<file path="src/rtl/pipe_pkg.sv">
// Shared constants for the operand-pair feeder and the step controller it serves.
// Holds the default operand width, the controller step numbers and the job-FSM state encoding.
package pipe_pkg;

    localparam int DATA_W_DEFAULT = 8;

    localparam logic [3:0] STEP_LOAD_N  = 4'd0;
    localparam logic [3:0] STEP_LOAD_N1 = 4'd5;
    localparam logic [3:0] STEP_LAST    = 4'd9;

    typedef enum logic [1:0] {
        ST_IDLE   = 2'd0,
        ST_LAUNCH = 2'd1,
        ST_RUN    = 2'd2
    } feeder_state_e;

endpackage

</file>
<file path="src/rtl/pair_feeder_if.sv">
// Bundle of upstream handshake, controller step input and datapath-facing outputs of pair_feeder.
// The master side drives pairs and the step count; the slave side is the feeder.
interface pair_feeder_if
    import pipe_pkg::*;
#(
    parameter int DATA_W = DATA_W_DEFAULT,
    parameter int DEPTH  = 4
);
    localparam int LEVEL_W = $clog2(DEPTH) + 1;

    logic               in_valid;
    logic [DATA_W-1:0]  in_a;
    logic [DATA_W-1:0]  in_b;
    logic               in_ready;
    logic [3:0]         count;
    logic               start;
    logic [DATA_W-1:0]  pair_a;
    logic [DATA_W-1:0]  pair_b;
    logic [LEVEL_W-1:0] level;
    logic               busy;
    logic               err;

    modport master (
        output in_valid, in_a, in_b, count,
        input  in_ready, start, pair_a, pair_b, level, busy, err
    );

    modport slave (
        input  in_valid, in_a, in_b, count,
        output in_ready, start, pair_a, pair_b, level, busy, err
    );

endinterface

</file>
<file path="src/rtl/pair_fifo.sv">
// Circular buffer of operand pairs; pushes are ignored when full and pops when empty.
// The head pair is presented combinationally and reads as zero while the buffer is empty.
module pair_fifo #(
    parameter  int DATA_W  = 8,
    parameter  int DEPTH   = 4,
    localparam int PTR_W   = $clog2(DEPTH),
    localparam int LEVEL_W = PTR_W + 1
) (
    input  logic               clk,
    input  logic               reset,
    input  logic               push,
    input  logic               pop,
    input  logic [DATA_W-1:0]  wr_a,
    input  logic [DATA_W-1:0]  wr_b,
    output logic [DATA_W-1:0]  rd_a,
    output logic [DATA_W-1:0]  rd_b,
    output logic               full,
    output logic               empty,
    output logic [LEVEL_W-1:0] level
);

    logic [2*DATA_W-1:0] mem_q [DEPTH];
    logic [2*DATA_W-1:0] mem_d [DEPTH];
    logic [PTR_W-1:0]    wr_ptr_q, wr_ptr_d;
    logic [PTR_W-1:0]    rd_ptr_q, rd_ptr_d;
    logic [LEVEL_W-1:0]  level_q, level_d;
    logic                do_push_s, do_pop_s;

    assign full  = (level_q == LEVEL_W'(DEPTH));
    assign empty = (level_q == {LEVEL_W{1'b0}});
    assign level = level_q;

    // Next-state of storage, pointers and occupancy; pointers wrap naturally as DEPTH is a power of two.
    always_comb begin
        do_push_s = push && !full;
        do_pop_s  = pop && !empty;
        mem_d     = mem_q;
        wr_ptr_d  = wr_ptr_q;
        rd_ptr_d  = rd_ptr_q;
        level_d   = level_q;
        if (do_push_s) begin
            mem_d[wr_ptr_q] = {wr_a, wr_b};
            wr_ptr_d        = wr_ptr_q + PTR_W'(1);
        end else begin
            wr_ptr_d = wr_ptr_q;
        end
        if (do_pop_s) begin
            rd_ptr_d = rd_ptr_q + PTR_W'(1);
        end else begin
            rd_ptr_d = rd_ptr_q;
        end
        case ({do_push_s, do_pop_s})
            2'b10:   level_d = level_q + LEVEL_W'(1);
            2'b01:   level_d = level_q - LEVEL_W'(1);
            default: level_d = level_q;
        endcase
    end

    // Head-of-buffer read, forced to zero when nothing is stored.
    always_comb begin
        if (empty) begin
            {rd_a, rd_b} = {(2*DATA_W){1'b0}};
        end else begin
            {rd_a, rd_b} = mem_q[rd_ptr_q];
        end
    end

    // Storage and pointer registers with synchronous reset.
    always_ff @(posedge clk) begin
        if (reset) begin
            for (int i = 0; i < DEPTH; i++) begin
                mem_q[i] <= {(2*DATA_W){1'b0}};
            end
            wr_ptr_q <= {PTR_W{1'b0}};
            rd_ptr_q <= {PTR_W{1'b0}};
            level_q  <= {LEVEL_W{1'b0}};
        end else begin
            mem_q    <= mem_d;
            wr_ptr_q <= wr_ptr_d;
            rd_ptr_q <= rd_ptr_d;
            level_q  <= level_d;
        end
    end

endmodule

</file>
<file path="src/rtl/pair_feeder.sv">
// Buffers operand pairs and launches two-pair controller jobs, popping one pair at step 0
// and one at step 5 of each job; protocol slips raise a sticky error flag.
module pair_feeder
    import pipe_pkg::*;
#(
    parameter  int DATA_W  = DATA_W_DEFAULT,
    parameter  int DEPTH   = 4,
    localparam int LEVEL_W = $clog2(DEPTH) + 1
) (
    input  logic          clk,
    input  logic          reset,
    pair_feeder_if.slave  bus
);

    feeder_state_e      state_q, state_d;
    logic               arm0_q, arm0_d;
    logic               arm5_q, arm5_d;
    logic               err_q, err_d;
    logic               pop_req_s;
    logic               full_s, empty_s;
    logic [LEVEL_W-1:0] level_s;
    logic [DATA_W-1:0]  head_a_s, head_b_s;

    pair_fifo #(
        .DATA_W (DATA_W),
        .DEPTH  (DEPTH)
    ) u_fifo (
        .clk   (clk),
        .reset (reset),
        .push  (bus.in_valid),
        .pop   (pop_req_s),
        .wr_a  (bus.in_a),
        .wr_b  (bus.in_b),
        .rd_a  (head_a_s),
        .rd_b  (head_b_s),
        .full  (full_s),
        .empty (empty_s),
        .level (level_s)
    );

    assign bus.in_ready = !full_s;
    assign bus.pair_a   = head_a_s;
    assign bus.pair_b   = head_b_s;
    assign bus.level    = level_s;
    assign bus.start    = (state_q == ST_LAUNCH);
    assign bus.busy     = (state_q != ST_IDLE);
    assign bus.err      = err_q;

    // Job sequencing: launch once two pairs are buffered, then consume them at the load steps.
    always_comb begin
        state_d   = state_q;
        arm0_d    = arm0_q;
        arm5_d    = arm5_q;
        err_d     = err_q;
        pop_req_s = 1'b0;
        case (state_q)
            ST_IDLE: begin
                if (level_s >= LEVEL_W'(2)) begin
                    state_d = ST_LAUNCH;
                end else begin
                    state_d = ST_IDLE;
                end
            end
            ST_LAUNCH: begin
                state_d = ST_RUN;
                arm0_d  = 1'b1;
                arm5_d  = 1'b1;
            end
            ST_RUN: begin
                if ((bus.count == STEP_LOAD_N) && arm0_q) begin
                    pop_req_s = 1'b1;
                    arm0_d    = 1'b0;
                end else if ((bus.count == STEP_LOAD_N1) && arm5_q) begin
                    pop_req_s = 1'b1;
                    arm5_d    = 1'b0;
                end else if (bus.count == STEP_LAST) begin
                    // Finishing with a load still pending is a protocol slip, but the job ends regardless.
                    state_d = ST_IDLE;
                    arm0_d  = 1'b0;
                    arm5_d  = 1'b0;
                    err_d   = err_q | arm0_q | arm5_q;
                end else begin
                    state_d = ST_RUN;
                end
            end
            default: begin
                state_d = ST_IDLE;
                arm0_d  = 1'b0;
                arm5_d  = 1'b0;
            end
        endcase
        if (pop_req_s && empty_s) begin
            err_d = 1'b1;
        end else begin
            err_d = err_d;
        end
    end

    // FSM state, load flags and sticky error.
    always_ff @(posedge clk) begin
        if (reset) begin
            state_q <= ST_IDLE;
            arm0_q  <= 1'b0;
            arm5_q  <= 1'b0;
            err_q   <= 1'b0;
        end else begin
            state_q <= state_d;
            arm0_q  <= arm0_d;
            arm5_q  <= arm5_d;
            err_q   <= err_d;
        end
    end

endmodule

</file>
<file path="src/flat_wrapper.sv">
// flat-port wrapper written by rule: the top's interface ports become plain ports
module pair_feeder_flat import pipe_pkg::*;
#(
    parameter  int DATA_W  = DATA_W_DEFAULT,
    parameter  int DEPTH   = 4,
    localparam int LEVEL_W = $clog2(DEPTH) + 1
)
  (clk, reset, bus_in_valid, bus_in_a, bus_in_b, bus_count, bus_in_ready, bus_start, bus_pair_a, bus_pair_b, bus_level, bus_busy, bus_err);
  pair_feeder_if #(.DATA_W(DATA_W), .DEPTH(DEPTH)) bus_i ();
  input  logic clk;
  input  logic reset;
  input wire logic [$bits(bus_i.in_valid)-1:0] bus_in_valid;
  input wire logic [$bits(bus_i.in_a)-1:0] bus_in_a;
  input wire logic [$bits(bus_i.in_b)-1:0] bus_in_b;
  input wire logic [$bits(bus_i.count)-1:0] bus_count;
  output wire logic [$bits(bus_i.in_ready)-1:0] bus_in_ready;
  output wire logic [$bits(bus_i.start)-1:0] bus_start;
  output wire logic [$bits(bus_i.pair_a)-1:0] bus_pair_a;
  output wire logic [$bits(bus_i.pair_b)-1:0] bus_pair_b;
  output wire logic [$bits(bus_i.level)-1:0] bus_level;
  output wire logic [$bits(bus_i.busy)-1:0] bus_busy;
  output wire logic [$bits(bus_i.err)-1:0] bus_err;
  assign bus_i.in_valid = bus_in_valid;
  assign bus_i.in_a = bus_in_a;
  assign bus_i.in_b = bus_in_b;
  assign bus_i.count = bus_count;
  assign bus_in_ready = bus_i.in_ready;
  assign bus_start = bus_i.start;
  assign bus_pair_a = bus_i.pair_a;
  assign bus_pair_b = bus_i.pair_b;
  assign bus_level = bus_i.level;
  assign bus_busy = bus_i.busy;
  assign bus_err = bus_i.err;
  pair_feeder #(.DATA_W(DATA_W), .DEPTH(DEPTH)) u_core (.clk(clk), .reset(reset), .bus(bus_i));
endmodule
</file>
<file path="config.mk">
export PLATFORM = sky130hd
export DESIGN_NAME = pair_feeder_flat
export DESIGN_NICKNAME = d
export VERILOG_FILES = /design/src/rtl/pipe_pkg.sv /design/src/rtl/pair_feeder_if.sv /design/src/rtl/pair_fifo.sv /design/src/rtl/pair_feeder.sv /design/src/flat_wrapper.sv
export SDC_FILE = /design/constraint.sdc
export NUM_CORES = 1
export LEC_CHECK = 0
export ABC_CLOCK_PERIOD_IN_PS = 5500
export CAP_MARGIN = 5
export CORE_MARGIN = 10
export CORE_UTILIZATION = 30
export DETAILED_ROUTE_END_ITERATION = 8
export GPL_TIMING_DRIVEN = 0
export PLACE_DENSITY_LB_ADDON = 0.3
export RECOVER_POWER = 50
export SYNTH_ARGS = -nofsm -noshare
export SYNTH_HDL_FRONTEND = slang
export SYNTH_SLANG_ARGS = --single-unit
</file>
<file path="constraint.sdc">
create_clock -name clk -period 5.5 [get_ports clk]
set_clock_uncertainty 0.2 [all_clocks]
set_input_delay 1.1 -clock clk [delete_from_list [all_inputs] [get_ports clk]]
set_output_delay 1.1 -clock clk [all_outputs]
set_load 0.1 [all_outputs]
</file>
==> flow_summary.yaml, run 1 <==
status:
  status: "completed"
critical_path:
  critical_path.endpoint_type: "primary output"
  critPathMaxFanout: 10
  critPathCapture: "bus_pair_b[2]"
  timing.rr.start: "u_core.u_fifo.level[2]"
  beginning_of_the_critical_path: "u_core.u_fifo.rd_ptr_q[1]"
  critical_path.startpoint_type: "register"
  worst_reg_to_reg_path_cell_count: 10
  critical_path_arrival_ns: 3.20
  rrSetupSlack_ns: 2.40
  worst_path_largest_cell_delay_ns: 1.18
  reg2reg_to: "u_core.u_fifo.level[2]"
  worst-setup-path-type: "register to primary output"
  crit_slowest_cell: "sky130_fd_sc_hd__clkdlybuf4s50_1"
  path_cells: "buf_2, buf_1, mux4_2, nor2b_1, clkdlybuf4s50_1"
  critPathRequiredTime_ns: 4.20
grt:
  grt_max_degree: 15
  wire_length_of_the_first_global_routing_pass_um: 15800
  number_of_global_route_vias_before_repair: 2991
  grtUsageTotal_pct: 12.2
  antenna_found_initial: 0
  globalRouteOverflowTotal: 0
timing:
  setup_total_negative_slack_ns: 0
  rsz0062_at_grt: "no"
  finalSetupViolations: 0
  max_freq_mhz: 222
  fin_hold_viols: 0
  min_period_over_period_pct: 81.8
  fin_crit_ns: 4.50
  final-max-slew-violation-count: 0
  worst_slew_pin_slew_ns: 0.988
  slew_headroom_pct: 33.9
synthesis:
  synthesis.yosys.warnings: 0
  synth_cell_area_um2: 3470
  syn-num-nets: 432
  avg_inst_size_synth_um2: 8.60
  postSynth.topFlopCell: "sky130_fd_sc_hd__dfxtp_1"
  synth_seq_cells: 76
  asyncSetResetFlopFracSynth_pct: 0
  synth_top_area_cell: "sky130_fd_sc_hd__dfxtp_1"
  synth_largest_type_area_fraction_pct: 43.9
  postSynthCellCount: 403
  number_of_enable_flip_flop_cells_after_synthesis: 0
  synthTopCellsByArea: "sky130_fd_sc_hd__dfxtp_1 (44%), sky130_fd_sc_hd__nand2_1 (14%), sky130_fd_sc_hd__mux4_2 (10%), sky130_fd_sc_hd__a21oi_1 (10%), sky130_fd_sc_hd__nor2b_1 (3.2%)"
  yosysSeqAreaShare_pct: 43.9
  synth_cell_types: 35
placed_design:
  placement.io_buffers: 44
  detailedPlacementHpwl_um: 6870
  gp_congestion: 0.725
  place.detailed.instances: 590
die:
  io-pin-count: 46
  chipWidth_um: 128
  fp-row-count: 39
  initial_utilization_pct: 30.5
  floorplan.die_area_um2: 16300
  placeableCoreArea_um2: 11400
  die_h_um: 128
route:
  route.final.wire_length_um: 9730
  drt_iter0_markers: 219
  vias_per_cell: 4.84
  route.antenna.remaining_nets: 0
  routed-via-count: 2936
  detailedRoute.firstPassIterationCount: 4
  drc_violation_count_after_routing: 0
  route.detailed.wl_per_inst_um: 16.1
pwr:
  power_per_cell_area_nw_per_um2: 310
  worst_ir_drop_vdd_v: 0.000139
  power.leakage_nw: 1.47
clock_tree:
  clockRootBuffer: "sky130_fd_sc_hd__clkbuf_16"
  cts_hold_buffers: 0
  cts_buf_count: 9
  clkSlewWorstSetupHoldPaths_ns: 0.07
  clock_tree_from_tritoncts: "yes"
  cts_htree_levels: 3
  cts_max_path_buffers: 2
  clock_sinks: 76
  post_cts.repair.setup_buffers: 0
  number_of_instances_resized_during_post_cts_repair: 0
  clkLatencyLatePin_ns: 0.33
hold_path:
  hp-class: "register to register"
flow_run:
  max-cap-violations: 0
cells_and_area:
  finish.net_count: 487
  mostFrequentLayoutCell: "sky130_fd_sc_hd__nand2_1"
  antennaDiodeCount: 0
  mostFrequentLayoutCells: "sky130_fd_sc_hd__nand2_1 (132), sky130_fd_sc_hd__dfxtp_1 (76), sky130_fd_sc_hd__a21oi_1 (69)"
  stdcell_count: 606
  fill_cells: 1139
  layout-drive-gt1-share_pct: 12.5
  area_grow_syn2layout_pct: 25.9
sequential cells by signal, summed over array words and instances, names as in the netlist:
name,count
u_core.arm0_q,1
u_core.arm5_q,1
u_core.bus.err,1
u_core.state_q,2
u_core.u_fifo.level,3
u_core.u_fifo.mem_q,64
u_core.u_fifo.rd_ptr_q,2
u_core.u_fifo.wr_ptr_q,2
synth_stat cells, types with 2 or more instances:
cell / instances
sky130_fd_sc_hd__inv_1: 7
sky130_fd_sc_hd__nor2_1: 13
sky130_fd_sc_hd__nor2b_1: 18
sky130_fd_sc_hd__buf_4: 5
sky130_fd_sc_hd__mux4_2: 16
sky130_fd_sc_hd__nand3_2: 4
sky130_fd_sc_hd__ha_1: 5
sky130_fd_sc_hd__and3_1: 2
sky130_fd_sc_hd__and3_4: 3
sky130_fd_sc_hd__nor3b_1: 2
sky130_fd_sc_hd__o31ai_1: 2
sky130_fd_sc_hd__clkbuf_1: 11
sky130_fd_sc_hd__o21ai_0: 4
sky130_fd_sc_hd__nand2_1: 132
sky130_fd_sc_hd__xor2_1: 2
sky130_fd_sc_hd__buf_2: 4
sky130_fd_sc_hd__a21oi_1: 69
sky130_fd_sc_hd__nor3_1: 3
sky130_fd_sc_hd__buf_6: 7
sky130_fd_sc_hd__nand3_1: 2
sky130_fd_sc_hd__dfxtp_1: 76
sky130_fd_sc_hd__a211oi_1: 2
sky130_fd_sc_hd__mux2_2: 2
worst max-delay path: cells and delay by family, from the launching register on:
family	cells	cell delay (ns)
mux	1	0.33
flops	1	0.30
buf+inv	3	2.05
simple gates	1	0.19
metrics by stage:
stage                     instance area, um2  util, %  power (mW)  setup slack [ns]  hold WS (ns)
final                                   4370     38.4        1.35             0.999         0.254
after CTS                               4370     38.4        1.36             0.939         0.255
after global placement                  4090     35.9       0.818              1.35         0.238
after detailed placement                4090     35.9       0.822              1.33         0.247
after floorplan                         3470        -       0.748              1.23         0.233
after global routing                    4370     38.4        1.41             0.810         0.267
worst min-delay path by stage:
stage | depth (start not counted) | from | to
final | 2 | u_core.u_fifo.mem_q[42] | u_core.u_fifo.mem_q[42]
after global routing | 2 | u_core.u_fifo.mem_q[38] | u_core.u_fifo.mem_q[38]
after CTS | 2 | u_core.u_fifo.mem_q[19] | u_core.u_fifo.mem_q[19]
after detailed placement | 2 | u_core.u_fifo.mem_q[19] | u_core.u_fifo.mem_q[19]
after global placement | 2 | u_core.u_fifo.mem_q[37] | u_core.u_fifo.mem_q[37]
after floorplan | 2 | u_core.u_fifo.mem_q[17] | u_core.u_fifo.mem_q[17]
cell type report:
class / count / area [um2] / area share, %
sequential: 76 / 1520 / 34.9
tap: 143 / 179 / 4.10
timing repair buffer: 44 / 440 / 10.1
inverter: 7 / 26.3 / 0.602
multi-input combinational: 292 / 1740 / 39.8
clock inverter: 7 / 53.8 / 1.23
buffer: 28 / 181 / 4.16
clock buffer: 9 / 225 / 5.16
power breakdown:
part	internal (mW)	switching (mW)	total [mW]
Sequential	0.574	0.0143	0.588
Combinational	0.0733	0.147	0.220
Clock	0.307	0.236	0.543
Total	0.954	0.398	1.35
logic make-up (layout without fill, tap and decap cells):
| kind of cell | count (synthesis) | in the layout | synth area share [%] |
|---|---|---|---|
| AO/OA/AOI/OAI | 80 | 80 | 12.1 |
| XOR/XNOR | 3 | 3 | 0.758 |
| adder cells (fa/ha/maj) | 6 | 6 | 2.38 |
| buffers and inverters | 35 | 95 | 5.99 |
| flip-flops | 76 | 76 | 43.9 |
| multiplexers | 18 | 18 | 11.0 |
| AND/OR/NAND/NOR | 185 | 185 | 23.9 |
metal layers:
layer	up-vias	track usage [%]	wire length (um)
met5	-	0	0
met4	0	4.62	82
met3	8	3.18	788
met2	83	21.1	4920
met1	1385	14.1	3940
li1	1460	-	-
No activity file was read; power rests on OpenSTA's default activity.
==> run 2, diff against run 1 <==
ABC_CLOCK_PERIOD_IN_PS = 4200   (was 5500)
clock period = 4.2 ns   (was 5.5 ns; I/O delays follow)
==> flow_summary.yaml, run 2 (synthesis results as in run 1) <==
status:
  status: "completed"
pwr:
  power_per_cell_area_nw_per_um2: 407
  worst_ir_drop_vdd_v: 0.000183
  power.leakage_nw: 1.51
  fin_total_pwr_mw: 1.77
timing:
  final-max-slew-violation-count: 0
  fin_crit_ns: 3.93
  slew_headroom_pct: 34.7
  fin_hold_viols: 0
  setup_total_negative_slack_ns: 0
  finalSetupViolations: 0
  min_period_over_period_pct: 93.6
  max_freq_mhz: 254
  worst_slew_pin_slew_ns: 0.976
  rsz0062_at_grt: "no"
route:
  drc_violation_count_after_routing: 0
  routed-via-count: 2932
  route.detailed.wl_per_inst_um: 16.1
  drt_iter0_markers: 213
  route.antenna.remaining_nets: 0
  detailedRoute.firstPassIterationCount: 5
  route.final.wire_length_um: 9760
  vias_per_cell: 4.84
clock_tree:
  clock_sinks: 76
  post_cts.repair.setup_buffers: 0
  cts_hold_buffers: 0
  clkSlewWorstSetupHoldPaths_ns: 0.06
  cts_buf_count: 9
  clkLatencyLatePin_ns: 0.33
  cts_htree_levels: 3
  clockRootBuffer: "sky130_fd_sc_hd__clkbuf_16"
  cts_max_path_buffers: 2
  clock_tree_from_tritoncts: "yes"
cells_and_area:
  area_grow_syn2layout_pct: 25.6
  finish.net_count: 487
  fill_cells: 1144
  mostFrequentLayoutCell: "sky130_fd_sc_hd__nand2_1"
  antennaDiodeCount: 0
  largest_register_by_flop_count: "u_core.u_fifo.mem_q"
  number_of_flip_flops_in_the_largest_register: 64
  layout-drive-gt1-share_pct: 12.5
  mostFrequentLayoutCells: "sky130_fd_sc_hd__nand2_1 (132), sky130_fd_sc_hd__dfxtp_1 (76), sky130_fd_sc_hd__a21oi_1 (69)"
critical_path:
  critPathRequiredTime_ns: 3.16
  critical_path.endpoint_type: "primary output"
  beginning_of_the_critical_path: "u_core.u_fifo.rd_ptr_q[1]"
  timing.rr.start: "u_core.u_fifo.level[2]"
  critical_path_arrival_ns: 2.89
  critical_path.startpoint_type: "register"
  worst-setup-path-type: "register to primary output"
  critPathMaxFanout: 10
  worst_reg_to_reg_path_cell_count: 10
die:
  floorplan.die_area_um2: 16300
  io-pin-count: 46
  chipWidth_um: 128
  placeableCoreArea_um2: 11400
  die_h_um: 128
  initial_utilization_pct: 30.5
  fp-row-count: 39
flow_run:
  max-cap-violations: 0
hold_path:
  hp-class: "register to register"
  min_delay_path_depth: 2
  min_from: "u_core.u_fifo.mem_q[19]"
grt:
  antenna_found_initial: 0
  grt_max_degree: 15
  wire_length_of_the_first_global_routing_pass_um: 15800
  number_of_global_route_vias_before_repair: 2996
  globalRouteOverflowTotal: 0
  grtUsageTotal_pct: 12.2
placed_design:
  detailedPlacementHpwl_um: 6870
  gp_congestion: 0.725
  placement.io_buffers: 44
==> run 2: timing repair <==
item                                    in CTS  in global routing
hold endpoints to repair                     0                  0
resized for setup                            9                  0
endpoints found under the setup margin       9                  0
==> run 2: layout make-up <==
class	instances	area [um2]	area share, %
multi-input combinational	292	1740	39.9
sequential	76	1520	34.9
timing repair buffer	44	429	9.86
clock buffer	9	225	5.17
buffer	28	181	4.17
tap	143	179	4.11
clock inverter	7	53.8	1.24
inverter	7	26.3	0.603
==> run 2: worst max-delay path, cell delays in order, from the launching register on <==
cell	delay, ns
sky130_fd_sc_hd__dfxtp_1	0.30
sky130_fd_sc_hd__buf_2	0.27
sky130_fd_sc_hd__buf_1	0.59
sky130_fd_sc_hd__mux4_2	0.33
sky130_fd_sc_hd__nor2b_1	0.17
sky130_fd_sc_hd__dlygate4sd2_1	0.89
==> run 2: per-stage QoR <==
step / utilization (%) / hold WS, ns / setup slack (ns) / instance area [um2] / std cells
floorplan: - / 0.233 / 0.187 / 3470 / 403
global placement: 35.9 / 0.238 / 0.307 / 4090 / 590
detailed placement: 35.9 / 0.247 / 0.288 / 4090 / 590
CTS: 38.3 / 0.255 / 0.252 / 4350 / 606
global route: 38.3 / 0.267 / 0.158 / 4350 / 606
finish: 38.3 / 0.251 / 0.268 / 4350 / 606
==> run 2: final timing paths <==
| kind | endpoint | slack, ns |
|---|---|---|
| setup reg to reg | u_core.u_fifo.level[2] | 1.08 |
| hold / removal | u_core.u_fifo.mem_q[19] | 0.25 |
| hold reg to reg | u_core.u_fifo.mem_q[19] | 0.25 |
| setup / recovery | bus_pair_b[2] | 0.27 |
==> run 2: per-layer routing <==
layer | vias to the layer above | share of wire [%] | global-route usage, %
met5 | - | 0 | 0
met4 | 0 | 0.92 | 4.62
met3 | 8 | 8.2 | 3.10
met2 | 78 | 51 | 21.1
met1 | 1386 | 40 | 14.0
li1 | 1460 | - | -
==> run 2: where the power goes <==
part | internal [mW] | leakage, nW | total, mW | switching, mW
clock | 0.401 | 0.128 | 0.716 | 0.315
combinational | 0.0933 | 0.765 | 0.286 | 0.192
sequential | 0.751 | 0.617 | 0.770 | 0.0187
total | 1.25 | 1.51 | 1.77 | 0.526
==> run 3, diff against run 2 <==
CORE_MARGIN = 1.5   (was 10)
==> flow_summary.yaml, run 3 (synthesis results as in run 1) <==
die:
  initial_utilization_pct: 30.6
  placeableCoreArea_um2: 11300
  io-pin-count: 46
  chipWidth_um: 111
  die_h_um: 111
  fp-row-count: 39
  floorplan.die_area_um2: 12200
pwr:
  worst_ir_drop_vdd_v: 0.000196
  power.leakage_nw: 1.53
  power_per_cell_area_nw_per_um2: 417
placed_design:
  dp_slack_ns: 0.269
  gp_congestion: 0.772
  place.detailed.instances: 590
  detailedPlacementHpwl_um: 6450
  placement.io_buffers: 44
  placedInstanceArea_um2: 4090
route:
  drt_iter0_markers: 189
  drc_violation_count_after_routing: 0
  vias_per_cell: 4.91
  detailedRoute.firstPassIterationCount: 5
  route.detailed.wl_per_inst_um: 15.4
  routed-via-count: 2976
  route.final.wire_length_um: 9360
  route.antenna.remaining_nets: 0
timing:
  min_period_over_period_pct: 92.7
  setup_total_negative_slack_ns: 0
  fin_hold_viols: 0
  rsz0062_at_grt: "no"
  fin_crit_ns: 3.89
  max_freq_mhz: 257
  final-max-slew-violation-count: 0
  worst_slew_pin_slew_ns: 0.966
  slew_headroom_pct: 35.4
  finalSetupViolations: 0
  worst_slack_ns: 0.306
grt:
  global_route.usage.met3_pct: 3.24
  globalRouteOverflowTotal: 0
  antenna_found_initial: 0
  grt_max_degree: 12
  grtUsageTotal_pct: 16.0
  wire_length_of_the_first_global_routing_pass_um: 15400
  grt-busiest-layer: "met2"
  number_of_global_route_vias_before_repair: 2952
  gr-usage-met1_pct: 20.3
  grt.met2_usage_pct: 27.3
cells_and_area:
  layout-drive-gt1-share_pct: 11.7
  antennaDiodeCount: 0
  mostFrequentLayoutCell: "sky130_fd_sc_hd__nand2_1"
  finish.net_count: 487
  stdcell_count: 606
  ff_latch_area_um2: 1520
  largest_register_by_flop_count: "u_core.u_fifo.mem_q"
  multi_input_comb_area_um2: 1740
  number_of_flip_flops_in_the_largest_register: 64
  mostFrequentLayoutCells: "sky130_fd_sc_hd__nand2_1 (132), sky130_fd_sc_hd__dfxtp_1 (76), sky130_fd_sc_hd__a21oi_1 (69)"
  area_grow_syn2layout_pct: 26.1
  fill_cells: 1151
  layout.cell_area.non_filler_um2: 4370
clock_tree:
  clock_tree_from_tritoncts: "yes"
  cts_buf_count: 9
  cts_max_path_buffers: 2
  clkSlewWorstSetupHoldPaths_ns: 0.06
  cts_htree_levels: 3
  cts_hold_buffers: 0
  clkLatencyLatePin_ns: 0.33
  post_cts.repair.setup_buffers: 0
  clock_sinks: 76
  clockRootBuffer: "sky130_fd_sc_hd__clkbuf_16"
flow_run:
  max-cap-violations: 0
critical_path:
  critPathRequiredTime_ns: 3.16
  worst-setup-path-type: "register to primary output"
  critPathMaxFanout: 10
  critical_path.startpoint_type: "register"
  critical_path_arrival_ns: 2.85
  critical_path.endpoint_type: "primary output"
status:
  status: "completed"
hold_path:
  hp-class: "register to register"
-- run 3: worst max-delay path, cell delays in order, from the launching register on --
cell	delay [ns]
sky130_fd_sc_hd__dfxtp_1	0.30
sky130_fd_sc_hd__buf_2	0.27
sky130_fd_sc_hd__buf_1	0.58
sky130_fd_sc_hd__mux4_2	0.32
sky130_fd_sc_hd__nor2b_1	0.17
sky130_fd_sc_hd__dlygate4sd2_1	0.88
-- run 3: worst paths after layout --
kind                                  start                       to  slack (ns)  cells past startpoint
setup / recovery  u_core.u_fifo.rd_ptr_q[1]            bus_pair_b[2]        0.31                      5
hold / removal      u_core.u_fifo.mem_q[59]  u_core.u_fifo.mem_q[59]        0.25                      2
setup reg to reg     u_core.u_fifo.level[2]   u_core.u_fifo.level[2]        1.03                     10
hold reg to reg     u_core.u_fifo.mem_q[59]  u_core.u_fifo.mem_q[59]        0.25                      2
-- run 3: layout make-up --
class	count	area share, %
clock buffers	15	6.12
plain buffers	28	4.15
inverters	7	0.601
clock inverters	1	0.687
well taps	143	4.09
flip-flops and latches	76	34.8
repair buffers	44	9.81
multi-input cells	292	39.7
-- run 3: what timing repair did --
item / in CTS / in global routing
resized for setup: 9 / 0
setup endpoints to repair: 9 / 0
hold endpoints to repair: 0 / 0
-- run 3: report_power, final --
part,total [mW],switching (mW),internal (mW)
logic,0.286,0.192,0.0933
clock network,0.768,0.274,0.494
registers,0.770,0.0185,0.752
-- run 3: stage by stage --
stage          power, mW  util (%)  hold slack [ns]
6_report            1.82      38.6            0.252
5_1_grt             1.90      38.6            0.266
4_1_cts             1.84      38.6            0.254
3_5_place_dp        1.08      36.1            0.246
3_3_place_gp        1.07      36.1            0.238
2_1_floorplan      0.979         -            0.233
-- run 3: metal layers --
metal / up-vias / share of wire [%]
met5: - / 0
met2: 81 / 49
met4: 0 / 2.4
met1: 1421 / 44
met3: 15 / 4.7
li1: 1459 / -
